**src/rtl/uart_pkg.sv**
```systemverilog
// Shared definitions for the UART transmit path: frame geometry and FSM states.
package uart_pkg;

    localparam int unsigned DATA_BITS = 8;
    localparam int unsigned BAUD_W    = 16;
    localparam int unsigned IDX_W     = $clog2(DATA_BITS);

    typedef enum logic [1:0] {
        IDLE  = 2'd0,
        START = 2'd1,
        DATA  = 2'd2,
        STOP  = 2'd3
    } tx_state_e;

endpackage

```
**src/rtl/uart_baud_cnt.sv**
```systemverilog
// Loadable bit-period down-counter; bit_end_c marks the last cycle of each bit.
module uart_baud_cnt
    import uart_pkg::*;
(
    input  logic              clk,
    input  logic              rst_n,
    input  logic              en,
    input  logic              load,
    input  logic [BAUD_W-1:0] load_val,
    input  logic [BAUD_W-1:0] reload_val,
    output logic              bit_end_c
);

    logic [BAUD_W-1:0] cnt_q;
    logic [BAUD_W-1:0] cnt_d;

    assign bit_end_c = en && (cnt_q == '0);

    always_comb begin
        cnt_d = cnt_q;
        if (load) begin
            cnt_d = load_val;
        end else if (en) begin
            cnt_d = (cnt_q == '0) ? reload_val : cnt_q - BAUD_W'(1);
        end
    end

    always_ff @(posedge clk or negedge rst_n) begin
        if (!rst_n) begin
            cnt_q <= '0;
        end else begin
            cnt_q <= cnt_d;
        end
    end

endmodule

```
**src/rtl/tx_uart.sv**
```systemverilog
// 8N1 serial transmitter with a runtime-programmable bit period.
module tx_uart
    import uart_pkg::*;
(
    input  logic              clk,
    input  logic              rst_n,
    input  logic [BAUD_W-1:0] baud_div,
    input  logic              start_tx,
    input  logic [7:0]        data_in,
    output logic              tx_pin,
    output logic              tx_started,
    output logic              tx_done
);

    tx_state_e              state_q, state_d;
    logic [DATA_BITS-1:0]   shift_q, shift_d;
    logic [IDX_W-1:0]       bit_idx_q, bit_idx_d;
    logic [BAUD_W-1:0]      baud_q, baud_d;
    logic                   tx_pin_q, tx_pin_d;
    logic                   tx_started_q, tx_started_d;
    logic                   tx_done_q, tx_done_d;
    logic                   baud_load_c;
    logic                   bit_end_c;

    uart_baud_cnt u_baud_cnt (
        .clk        (clk),
        .rst_n      (rst_n),
        .en         (state_q != IDLE),
        .load       (baud_load_c),
        .load_val   (baud_div),
        .reload_val (baud_q),
        .bit_end_c  (bit_end_c)
    );

    always_comb begin
        state_d      = state_q;
        shift_d      = shift_q;
        bit_idx_d    = bit_idx_q;
        baud_d       = baud_q;
        tx_pin_d     = tx_pin_q;
        tx_started_d = tx_started_q;
        tx_done_d    = 1'b0;
        baud_load_c  = 1'b0;
        case (state_q)
            IDLE: begin
                tx_pin_d = 1'b1;
                // Request and bit period are frozen here for the whole frame.
                if (start_tx) begin
                    shift_d      = data_in;
                    baud_d       = baud_div;
                    baud_load_c  = 1'b1;
                    state_d      = START;
                    tx_pin_d     = 1'b0;
                    tx_started_d = 1'b1;
                end
            end
            START: begin
                if (bit_end_c) begin
                    state_d   = DATA;
                    bit_idx_d = '0;
                    tx_pin_d  = shift_q[0];
                end
            end
            DATA: begin
                if (bit_end_c) begin
                    if (bit_idx_q == IDX_W'(DATA_BITS - 1)) begin
                        state_d  = STOP;
                        tx_pin_d = 1'b1;
                    end else begin
                        bit_idx_d = bit_idx_q + IDX_W'(1);
                        tx_pin_d  = shift_q[bit_idx_d];
                    end
                end
            end
            STOP: begin
                if (bit_end_c) begin
                    state_d      = IDLE;
                    tx_pin_d     = 1'b1;
                    tx_started_d = 1'b0;
                    tx_done_d    = 1'b1;
                end
            end
            default: begin
                state_d = IDLE;
            end
        endcase
    end

    always_ff @(posedge clk or negedge rst_n) begin
        if (!rst_n) begin
            state_q      <= IDLE;
            shift_q      <= '0;
            bit_idx_q    <= '0;
            baud_q       <= '0;
            tx_pin_q     <= 1'b1;
            tx_started_q <= 1'b0;
            tx_done_q    <= 1'b0;
        end else begin
            state_q      <= state_d;
            shift_q      <= shift_d;
            bit_idx_q    <= bit_idx_d;
            baud_q       <= baud_d;
            tx_pin_q     <= tx_pin_d;
            tx_started_q <= tx_started_d;
            tx_done_q    <= tx_done_d;
        end
    end

    assign tx_pin     = tx_pin_q;
    assign tx_started = tx_started_q;
    assign tx_done    = tx_done_q;

endmodule

```
**config.mk**
```make
export PLATFORM = sky130hd
export DESIGN_NAME = tx_uart
export DESIGN_NICKNAME = d
export VERILOG_FILES = /design/src/rtl/uart_pkg.sv /design/src/rtl/uart_baud_cnt.sv /design/src/rtl/tx_uart.sv
export SDC_FILE = /design/constraint.sdc
export NUM_CORES = 1
export LEC_CHECK = 0
export ABC_AREA = 1
export BUFFER_PORTS_ARGS = -buffer_cell sky130_fd_sc_hd__buf_2
export CAP_MARGIN = 25
export CORE_MARGIN = 2
export CORE_UTILIZATION = 53
export DETAILED_ROUTE_END_ITERATION = 8
export PLACE_DENSITY = 0.76
export SYNTH_ARGS = -nofsm -noshare
export SYNTH_HDL_FRONTEND = slang
export SYNTH_SLANG_ARGS = --single-unit
```
**constraint.sdc**
```tcl
create_clock -name clk -period 1.44 [get_ports clk]
set_input_delay 0.288 -clock clk [delete_from_list [all_inputs] [get_ports clk]]
set_output_delay 0.288 -clock clk [all_outputs]
set_load 0.05 [all_outputs]
```
==> results.ini, run 1 <==
[run_status]
outcome = finished with violations
violations = negative setup slack

[setup_path]
cpMaxStageDelayCell = dfrtp_1
cpPeakStageDelay_ps = 470
crit_family = simple AND/OR/NAND/NOR gates
cp-end-kind = flop
worst_ep_required_time_ps = 1650
arrival_ps = 1810
crit_fanout = 8
path_class = flop to flop
path_buf_inv = 1
crit_chain = nor2_1 > nand2_1 > inv_1 > nand2_2 > nor2_4 > nand2_1 > nand3_1 > nand3_1
worstSetupStartpointType = flop

[global_routing]
grtUsageTotal = 0.273
grt_pass1_wl_um = 13000
antenna_found_initial = 0
grt_max_degree = 28
grt_pass1_vias = 2884
overflow = 0

[synthesis]
synth_cells = 385
ys_seq_elements = 48
synth_area_per_cell_um2 = 7.42
yosysSeqAreaShare = 0.421
yosysUniqueCellTypes = 32
yosys_warnings = 0
syn-cell-area_um2 = 2860
synthesis.nets = 421

[timing]
finalClockSkew_ps = 3.86
fin_crit_ps = 1600
setup_viol = 23
period_share = 1.11
holdWs_ps = 168
tightest_slew_ps = 358
rsz0062_at_grt = yes
hold_viol = 0
slew-limit-headroom = 0.761
slew_violations = 0
fmax_ghz = 0.624
fin_ws_ps = -163

[floorplanning]
ioPinCount = 30
die_h_um = 77.4
die-area_um2 = 6000
rows = 26
die_width_um = 77.4
core-area_um2 = 5140
initial_utilization = 0.556

[placed_design]
placed_cells = 532
hpwl_um = 5220
port_buffers = 29
gp_congestion = 0.916
dp_worst_setup_slack_ps = -175

[clocking]
cts-root-buf = clkbuf_8
clkTransAtPathRegs_ps = 100
clockBufferDepth = 2
clk_latency_ps = 310
cts_max_level = 2
cts_buffers = 5
cts_tree = yes
clock-sinks = 48

[layout]
layout_commonest_cell = nand2_1
syn2layout_area_growth_pct = 40.5
fin_nets = 520
antenna_cells = 0
n_fill_cell = 359
drive_gt1_frac = 0.386
multi_input_area_um2 = 1760
seq_area_um2 = 1200
layout_common_cells = nand2_1 (127), buf_4 (58), dfrtp_1 (45), inv_1 (38), buf_2 (28)
instances_no_fill = 555

[route]
drtPass1Iterations = 4
wl_per_cell_um = 15.0
viasPerCell = 5.27
first_iter_violations = 243
drc = 0
antenna_left = 0
wl_um = 8300
vias = 2923

[hold_path]
hold_path.class = primary input to flop

[power_and_ir_drop]
ir_drop_mv = 1.05
power.leakage_nw = 2.05
p_per_area_nw_per_um2 = 2090

[flow_run]
maxCapViolations = 0

flip-flops by register name (all words and copies together), names as in the netlist:
| register | count |
|---|---|
| tx_started | 1 |
| baud_q | 16 |
| tx_pin | 1 |
| bit_idx_q | 3 |
| shift_q | 8 |
| tx_done | 1 |
| state_q | 2 |
| u_baud_cnt.cnt_q | 16 |
stage by stage:
stage	TNS, ps	util	area (µm²)	power [mW]
3_3_place_gp	-961	0.674	3460	6.19
3_5_place_dp	-2310	0.674	3460	6.35
6_report	-1820	0.781	4020	8.39
5_1_grt	-3470	0.781	4020	8.99
4_1_cts	-277	0.742	3810	7.74
2_1_floorplan	0	-	2860	4.75
final timing paths:
check | startpoint | end | slack (ps) | depth (start not counted)
worst max-delay path | u_baud_cnt.cnt_q[6] | u_baud_cnt.cnt_q[14] | -160 | 8
worst min-delay path | data_in[3] | shift_q[3] | 170 | 3
worst max register to register | u_baud_cnt.cnt_q[6] | u_baud_cnt.cnt_q[14] | -160 | 8
worst min register to register | baud_q[3] | baud_q[3] | 490 | 2
max in group asynchronous | rst_n | u_baud_cnt.cnt_q[3] | 640 | 3
min in group asynchronous | rst_n | u_baud_cnt.cnt_q[12] | 480 | 3
kinds of logic (layout without fill, tap and decap cells):
family,Yosys count,after routing,synth area share
AND/OR/NAND/NOR,225,227,0.351
buffers and inverters,51,149,0.0718
flip-flops,48,48,0.421
AO/OA/AOI/OAI,46,46,0.0989
adder cells (fa/ha/maj),9,9,0.0394
XOR/XNOR,6,6,0.0184
worst register-to-register path: cells and delay by family (launching register included):
family	cells	cell delay, ps
buffers and inverters	1	120
flip-flops	1	470
AND/OR/NAND/NOR	7	910
where the power goes:
part / total [mW] / switching (mW) / internal [mW]
registers: 2.45 / 0.496 / 1.96
logic: 5.03 / 2.81 / 2.22
clock network: 0.907 / 0.504 / 0.403
total: 8.39 / 3.81 / 4.58
Yosys cell counts, drive strengths merged:
| cell | n | area [µm²] |
|---|---|---|
| nand2 | 145 | 569 |
| ha | 9 | 113 |
| a21boi | 1 | 7.51 |
| nor2 | 40 | 218 |
| nand4 | 2 | 12.5 |
| inv | 44 | 165 |
| nand3 | 37 | 195 |
| dfstp | 1 | 26.3 |
| clkbuf | 2 | 7.51 |
| o22ai | 1 | 6.26 |
| xnor2 | 3 | 26.3 |
| buf | 4 | 28.8 |
| nand3b | 1 | 7.51 |
| o31ai | 1 | 12.5 |
| o21ai | 31 | 170 |
| xor2 | 3 | 26.3 |
| clkinv | 1 | 3.75 |
| dfrtp | 47 | 1180 |
| a21oi | 6 | 33.8 |
| o21bai | 6 | 52.6 |
repair_timing:
| action | 4_1_cts | 5_1_grt |
|---|---|---|
| gates resized for setup | 38 | 44 |
| hold endpoints to repair | 47 | 0 |
| pin swaps | 22 | 19 |
| setup buffers | 11 | 2 |
| endpoints found under the setup margin | 34 | 41 |
| gates cloned | 2 | 0 |
| hold buffers | 1 | 0 |
cell type report:
| type | count | area share |
|---|---|---|
| Inverter | 45 | 0.0439 |
| Multi-Input combinational cell | 288 | 0.437 |
| Clock inverter | 2 | 0.00436 |
| Clock buffer | 6 | 0.0206 |
| Tap cell | 70 | 0.0218 |
| Sequential cell | 48 | 0.300 |
| Timing Repair Buffer | 96 | 0.172 |
layer usage:
metal	track usage	up-vias	share of wire
met3	0.0465	36	0.040
met2	0.502	89	0.53
met5	0	-	0
li1	-	1412	-
met4	0.105	0	0.043
met1	0.316	1386	0.39
No activity file was read; power rests on OpenSTA's default activity.
==> run 2, diff against run 1 <==
--- a/config.mk
+++ b/config.mk
@@ -9,9 +9,9 @@
 export BUFFER_PORTS_ARGS = -buffer_cell sky130_fd_sc_hd__buf_2
 export CAP_MARGIN = 25
 export CORE_MARGIN = 2
-export CORE_UTILIZATION = 53
+export CORE_UTILIZATION = 59
 export DETAILED_ROUTE_END_ITERATION = 8
-export PLACE_DENSITY = 0.76
+export PLACE_DENSITY = 0.8
 export SYNTH_ARGS = -nofsm -noshare
 export SYNTH_HDL_FRONTEND = slang
 export SYNTH_SLANG_ARGS = --single-unit
==> constraint.sdc (replaced) <==
create_clock -name clk -period 1.5 [get_ports clk]
set_input_delay 0.3 -clock clk [delete_from_list [all_inputs] [get_ports clk]]
set_output_delay 0.3 -clock clk [all_outputs]
set_load 0.05 [all_outputs]
==> run 2 against run 1 <==
  * The flow still finishes with violations (negative setup slack)
  * Global-route usage increased by 2.1 points
  * Clock power up 4.9%
  * Combinational power is 9.1% lower
  * Critical path depth unchanged
  * Sequential cell count unchanged
  * Setup slack better by 75 ps
  * Highest routed layer unchanged
==> results.ini, run 2 (same netlist as run 1, synthesis figures left out) <==
[clocking]
clockBufferDepth = 2  ; unchanged
clock-sinks = 48  ; unchanged
clkTransAtPathRegs_ps = 90  ; about the same
clk_latency_ps = 310  ; about the same
cts_max_level = 2  ; unchanged
cts-root-buf = clkbuf_8
cts_buffers = 5  ; unchanged
cts_tree = yes

[power_and_ir_drop]
intPower_mw = 4.27  ; -6.8%
p_sw_mw = 3.68  ; -3.5%
p_comb_frac = 0.575  ; -0.024
power_mw = 7.94  ; -5.3%
p_per_area_nw_per_um2 = 2090  ; -0.11%
seq_power_share = 0.305  ; +0.012
power.leakage_nw = 1.94  ; -5.2%
swShare = 0.463  ; +0.00857
ir_drop_mv = 1.22  ; +16%
clock_power_share = 0.120  ; +0.012

[floorplanning]
die-area_um2 = 5420  ; -9.7%
die_h_um = 73.6  ; -5.0%
initial_utilization = 0.609  ; +0.0531
ioPinCount = 30  ; unchanged
core-area_um2 = 4690  ; -8.7%
die_width_um = 73.6  ; -5.0%
rows = 25  ; -3.8%

[setup_path]
rrSetupSlack_ps = -90  ; +80 ps
arrival_ps = 1790  ; -20 ps
r2r_end = bit_idx_q[0]
worst_ep_required_time_ps = 1700  ; +50 ps
worstSetupStartpointType = flop
rr_startpoint = u_baud_cnt.cnt_q[14]
path_class = flop to flop
rr_worst_depth = 8  ; unchanged
crit_fanout = 5  ; -3
cp-end-kind = flop

[route]
viasPerCell = 5.84  ; +11%
antenna_left = 0  ; unchanged
vias = 3026  ; +3.5%
wl_um = 9000  ; +8.5%
drc = 0  ; unchanged
first_iter_violations = 310  ; +28%
drtPass1Iterations = 7  ; +3
wl_per_cell_um = 17.4  ; +16%

[global_routing]
globalRouteMet1Util = 0.350  ; +0.0334
grt_use_met2 = 0.521  ; +0.0191
met3_usage = 0.0494  ; +0.00287
grt.busiest_layer = met2
grt_pass1_wl_um = 12200  ; -5.9%
grt_max_degree = 30  ; +7.1%
antenna_found_initial = 0  ; unchanged
grtUsageTotal = 0.295  ; +0.0211
overflow = 0  ; unchanged
grt_pass1_vias = 2723  ; -5.6%

[placed_design]
place_area_um2 = 3330  ; -4.0%
hpwl_um = 5060  ; -3.1%
placed_cells = 496  ; -6.8%
gp_congestion = 0.927  ; +1.2%
port_buffers = 29  ; unchanged

[layout]
top_regs = baud_q: 16 flops, u_baud_cnt.cnt_q: 16 flops, shift_q: 8 flops
stdcell_area_um2 = 3810  ; -5.2%
syn2layout_area_growth_pct = 33.3
antenna_cells = 0  ; unchanged
layout_commonest_cell = nand2_1
fin_nets = 499  ; -4.0%
instances_no_fill = 518  ; -6.7%
layout_common_cells = nand2_1 (124), dfrtp_1 (42), buf_4 (37), inv_1 (36), nand3_1 (30)
final_core_util = 0.812  ; +0.0303
drive_gt1_frac = 0.343  ; -0.0429
n_fill_cell = 266  ; -26%

[timing]
hold_viol = 0  ; unchanged
rsz0062_at_grt = yes
period_share = 1.06  ; -0.0547
fin_ws_ps = -87.3  ; +75.3 ps
finalClockSkew_ps = 9.20  ; +5.34 ps
slew-limit-headroom = 0.681  ; -0.0807
tightest_slew_ps = 479  ; +121 ps
slew_violations = 0  ; unchanged
fmax_ghz = 0.630  ; +0.96%
finalSetupTns_ps = -632  ; +1190 ps
fin_crit_ps = 1590  ; -15.3 ps
setup_viol = 19  ; -17%

[hold_path]
holdPathStages = 3  ; unchanged
hold_path.class = primary input to flop
hp-start = data_in[1]
worstHoldEndpoint = shift_q[1]

[flow_run]
maxCapViolations = 0  ; unchanged

[run_status]
violations = negative setup slack
outcome = finished with violations

## run 2: layout make-up
class                   instances  area [µm²]  share of cell area
multi-input cells             287        1670               0.439
flip-flops and latches         48        1210               0.317
repair buffers                 76         582               0.153
inverters                      45         171              0.0450
clock buffers                   6        72.6              0.0191
well taps                      54        67.6              0.0177
clock inverters                 2        35.0             0.00920
## run 2: through the flow
step / worst slack [ps] / hold WS [ps]
floorplan: 40.7 / 4.41
global placement: -3.09 / 278
detailed placement: -55.5 / 282
CTS: 1.52 / 178
global route: -177 / 193
finish: -87.3 / 181
## run 2: critical path, cell delays in order, from the launching register on
cell     delay (ps)
dfrtp_1         470
nor2_2          190
nand3_4          80
nor2_4          220
nand3_4         150
inv_2           110
nand2_1          80
nand2_1         100
o21ai_2          60
## run 2: power by group through the flow
stage                     clock [mW]  combinational (mW)  sequential [mW]
after floorplan                    0                2.24             2.31
after global placement             0                3.40             2.30
after detailed placement           0                3.52             2.33
after CTS                      0.947                3.71             2.32
after global routing            1.01                4.95             2.45
final                          0.951                4.57             2.42
## run 2: worst max path at each step
| stage | startpoint | to | slack, ps | depth (start not counted) |
|---|---|---|---|---|
| after floorplan | bit_idx_q[0] | bit_idx_q[1] | 40 | 8 |
| after global placement | u_baud_cnt.cnt_q[0] | u_baud_cnt.cnt_q[14] | -3 | 10 |
| after detailed placement | u_baud_cnt.cnt_q[1] | u_baud_cnt.cnt_q[12] | -60 | 9 |
| after CTS | state_q[0] | u_baud_cnt.cnt_q[15] | 2 | 9 |
| after global routing | u_baud_cnt.cnt_q[1] | bit_idx_q[0] | -180 | 9 |
| final | u_baud_cnt.cnt_q[14] | bit_idx_q[0] | -90 | 8 |
## run 2: metal layers
metal	vias to the layer above	share of wire
met5	-	0
met4	0	0.059
met3	59	0.083
met2	192	0.48
met1	1401	0.38
li1	1374	-
## run 2: what timing repair did
action | 4_1_cts | 5_1_grt
gates resized for setup | 17 | 56
pin swaps | 6 | 25
gates cloned | 0 | 1
hold buffers | 1 | 0
hold endpoints to repair | 18 | 0
endpoints found under the setup margin | 13 | 24
buffers inserted | 5 | 7
==> run 3, diff against run 2 <==
--- a/config.mk
+++ b/config.mk
@@ -8,7 +8,7 @@
 export ABC_AREA = 1
 export BUFFER_PORTS_ARGS = -buffer_cell sky130_fd_sc_hd__buf_2
 export CAP_MARGIN = 25
-export CORE_MARGIN = 2
+export CORE_MARGIN = 1.5
 export CORE_UTILIZATION = 59
 export DETAILED_ROUTE_END_ITERATION = 8
 export PLACE_DENSITY = 0.8
==> constraint.sdc (replaced) <==
create_clock -name clk -period 1.5 [get_ports clk]
set_input_delay 0.3 -clock clk [delete_from_list [all_inputs] [get_ports clk]]
set_output_delay 0.3 -clock clk [all_outputs]
set_load 0.005 [all_outputs]
==> run 3 against run 2 <==
  * The flow still finishes with violations (negative setup slack)
  * Sequential cell count is the same
  * Sequential share of layout area is 1.0 points higher
  * Clock-buffer cell count fell by 1
  * Global-route usage is 2.0 points lower
  * Power decreased by 8.2%
  * Routed wire length is 16% lower
  * Design area fell by 3.2%
  * Utilization decreased by 2.6 points
  * Highest routed layer unchanged
  * Critical endpoint is now u_baud_cnt.cnt_q[15]
  * Clock skew up 0.85 ps
==> results.ini, run 3 (same netlist as run 1, synthesis figures left out) <==
[run_status]
outcome = finished with violations
violations = negative setup slack

[setup_path]
cpMaxStageDelayCell = dfrtp_2
worstSetupStartpointType = flop
arrival_ps = 1760  ; -30 ps
crit_chain = nor2_4 > buf_4 > nand2_1 > nor2_4 > nand3_2 > nand2_1 > nand3_1 > nand2_1 > nand2_1
path_class = flop to flop
cp_common_cell = nand2_1
crit_family = simple AND/OR/NAND/NOR gates
crit_fanout = 4  ; -1
worst_ep_required_time_ps = 1700  ; about the same
cp-end-kind = flop
path_buf_inv = 1  ; unchanged
cpPeakStageDelay_ps = 480  ; about the same

[power_and_ir_drop]
p_per_area_nw_per_um2 = 1980  ; -5.2%
power.leakage_nw = 1.88  ; -3.3%
ir_drop_mv = 1.17  ; -3.7%

[timing]
slew_violations = 0  ; unchanged
hold_viol = 0  ; unchanged
slew-limit-headroom = 0.799  ; +0.119
period_share = 1.04  ; -0.0179
fin_ws_ps = -60.5  ; +26.8 ps
fmax_ghz = 0.641  ; +1.7%
setup_viol = 7  ; -12
finalSetupTns_ps = -150  ; +481 ps
rsz0062_at_grt = yes
tightest_slew_ps = 301  ; -178 ps
finalClockSkew_ps = 10.1  ; +0.853 ps
fin_crit_ps = 1560  ; -26.8 ps

[route]
viasPerCell = 5.35  ; -8.4%
top_layer_used = met4
first_iter_violations = 209  ; -33%
wl_um = 7540  ; -16%
wl_met3_um = 410  ; -45%
wl_met2_um = 3820  ; -12%
antenna_left = 0  ; unchanged
drc = 0  ; unchanged
m1WireLength_um = 3050  ; -9.8%
drtPass1Iterations = 5  ; -2
wl_per_cell_um = 14.6  ; -16%
vias = 2756  ; -8.9%

[global_routing]
overflow = 0  ; unchanged
antenna_found_initial = 0  ; unchanged
grtUsageTotal = 0.275  ; -0.0196
grt_max_degree = 30  ; unchanged
grt_pass1_vias = 2561  ; -5.9%
grt_pass1_wl_um = 11200  ; -8.2%

[floorplanning]
die-area_um2 = 5270  ; -2.7%
ioPinCount = 30  ; unchanged
die_width_um = 72.6  ; -1.4%
rows = 25  ; unchanged
die_h_um = 72.6  ; -1.4%
core-area_um2 = 4690  ; unchanged
initial_utilization = 0.609  ; unchanged

[layout]
layout_common_cells = nand2_1 (129), dfrtp_1 (42), buf_4 (39), inv_1 (37), nand3_1 (30)
drive_gt1_frac = 0.334  ; -0.00862
fin_nets = 496  ; -0.60%
top_regs = baud_q: 16 flops, u_baud_cnt.cnt_q: 16 flops, shift_q: 8 flops
antenna_cells = 0  ; unchanged
final_core_util = 0.786  ; -0.0256
layout_commonest_cell = nand2_1
syn2layout_area_growth_pct = 29.1

[placed_design]
gp_congestion = 0.918  ; -0.92%
port_buffers = 29  ; unchanged
hpwl_um = 4890  ; -3.3%

[flow_run]
maxCapViolations = 0  ; unchanged

[clocking]
cts_buffers = 5  ; unchanged
clkTransAtPathRegs_ps = 90  ; about the same
clk_latency_ps = 300  ; about the same
cts_tree = yes
clockBufferDepth = 2  ; unchanged
cts_max_level = 2  ; unchanged
cts-root-buf = clkbuf_8
clock-sinks = 48  ; unchanged

[hold_path]
hold_path.class = primary input to flop

[run 3: cell count changes in the layout (fill, tap and decap cells not counted), moves of 3 or more]
| cell | delta |
|---|---|
| nand2_4 | -3 |
| o21ai_0 | -3 |
| nand2_1 | +5 |
| inv_2 | -3 |
| nor2_2 | +4 |
[run 3: repair_timing]
action,4_1_cts,5_1_grt
pin swaps,6,13
endpoints found under the setup margin,11,35
gates resized for setup,12,50
endpoints found under the hold margin,11,0
hold buffers,1,0
gates cloned,1,0
buffers inserted,1,6
[run 3: area by class of cell]
type | instances | area [µm²]
inverters | 45 | 176
clock buffers | 5 | 68.8
multi-input cells | 287 | 1630
clock inverters | 3 | 18.8
well taps | 54 | 67.6
fillers | 297 | 1000
flip-flops and latches | 48 | 1210
repair buffers | 73 | 519
[run 3: final timing paths]
path	cells past startpoint	end	start	slack, ps
worst min register to register	2	shift_q[3]	shift_q[3]	490
worst min-delay path	3	shift_q[2]	data_in[2]	190
min in group asynchronous	2	baud_q[12]	rst_n	400
max in group asynchronous	3	tx_pin	rst_n	590
worst max register to register	9	u_baud_cnt.cnt_q[15]	u_baud_cnt.cnt_q[5]	-60
worst max-delay path	9	u_baud_cnt.cnt_q[15]	u_baud_cnt.cnt_q[5]	-60
[run 3: power by group]
group	internal [mW]	leakage, nW	switching [mW]	total (mW)
combinational	1.76	1.24	2.36	4.12
clock	0.326	0.0479	0.446	0.771
sequential	1.89	0.587	0.509	2.40
[run 3: worst reg2reg max path, delay by kind of cell (launching register included)]
kind	cells	cell delay, ps
and+or+nand+nor	8	830
DFF	1	480
buffers and inverters	1	140
[run 3: stage by stage]
| step | instance area (µm²) | instances | power (mW) | hold WS, ps | worst slack (ps) |
|---|---|---|---|---|---|
| final | 3690 | 515 | 7.29 | 193 | -60.5 |
| after global routing | 3690 | 515 | 7.86 | 169 | -164 |
| after CTS | 3480 | 509 | 6.63 | 181 | -29.3 |
| after detailed placement | 3320 | 498 | 5.76 | 201 | -38.6 |
| after global placement | 3320 | 498 | 5.64 | 206 | 2.27 |
| after floorplan | 2860 | 385 | 4.50 | 4.41 | 40.7 |
[run 3: layer usage]
metal  vias to the layer above  global-route usage
met3                        27              0.0483
met2                        98               0.478
met5                         -                   0
met4                         0               0.117
li1                       1364                   -
met1                      1267               0.335
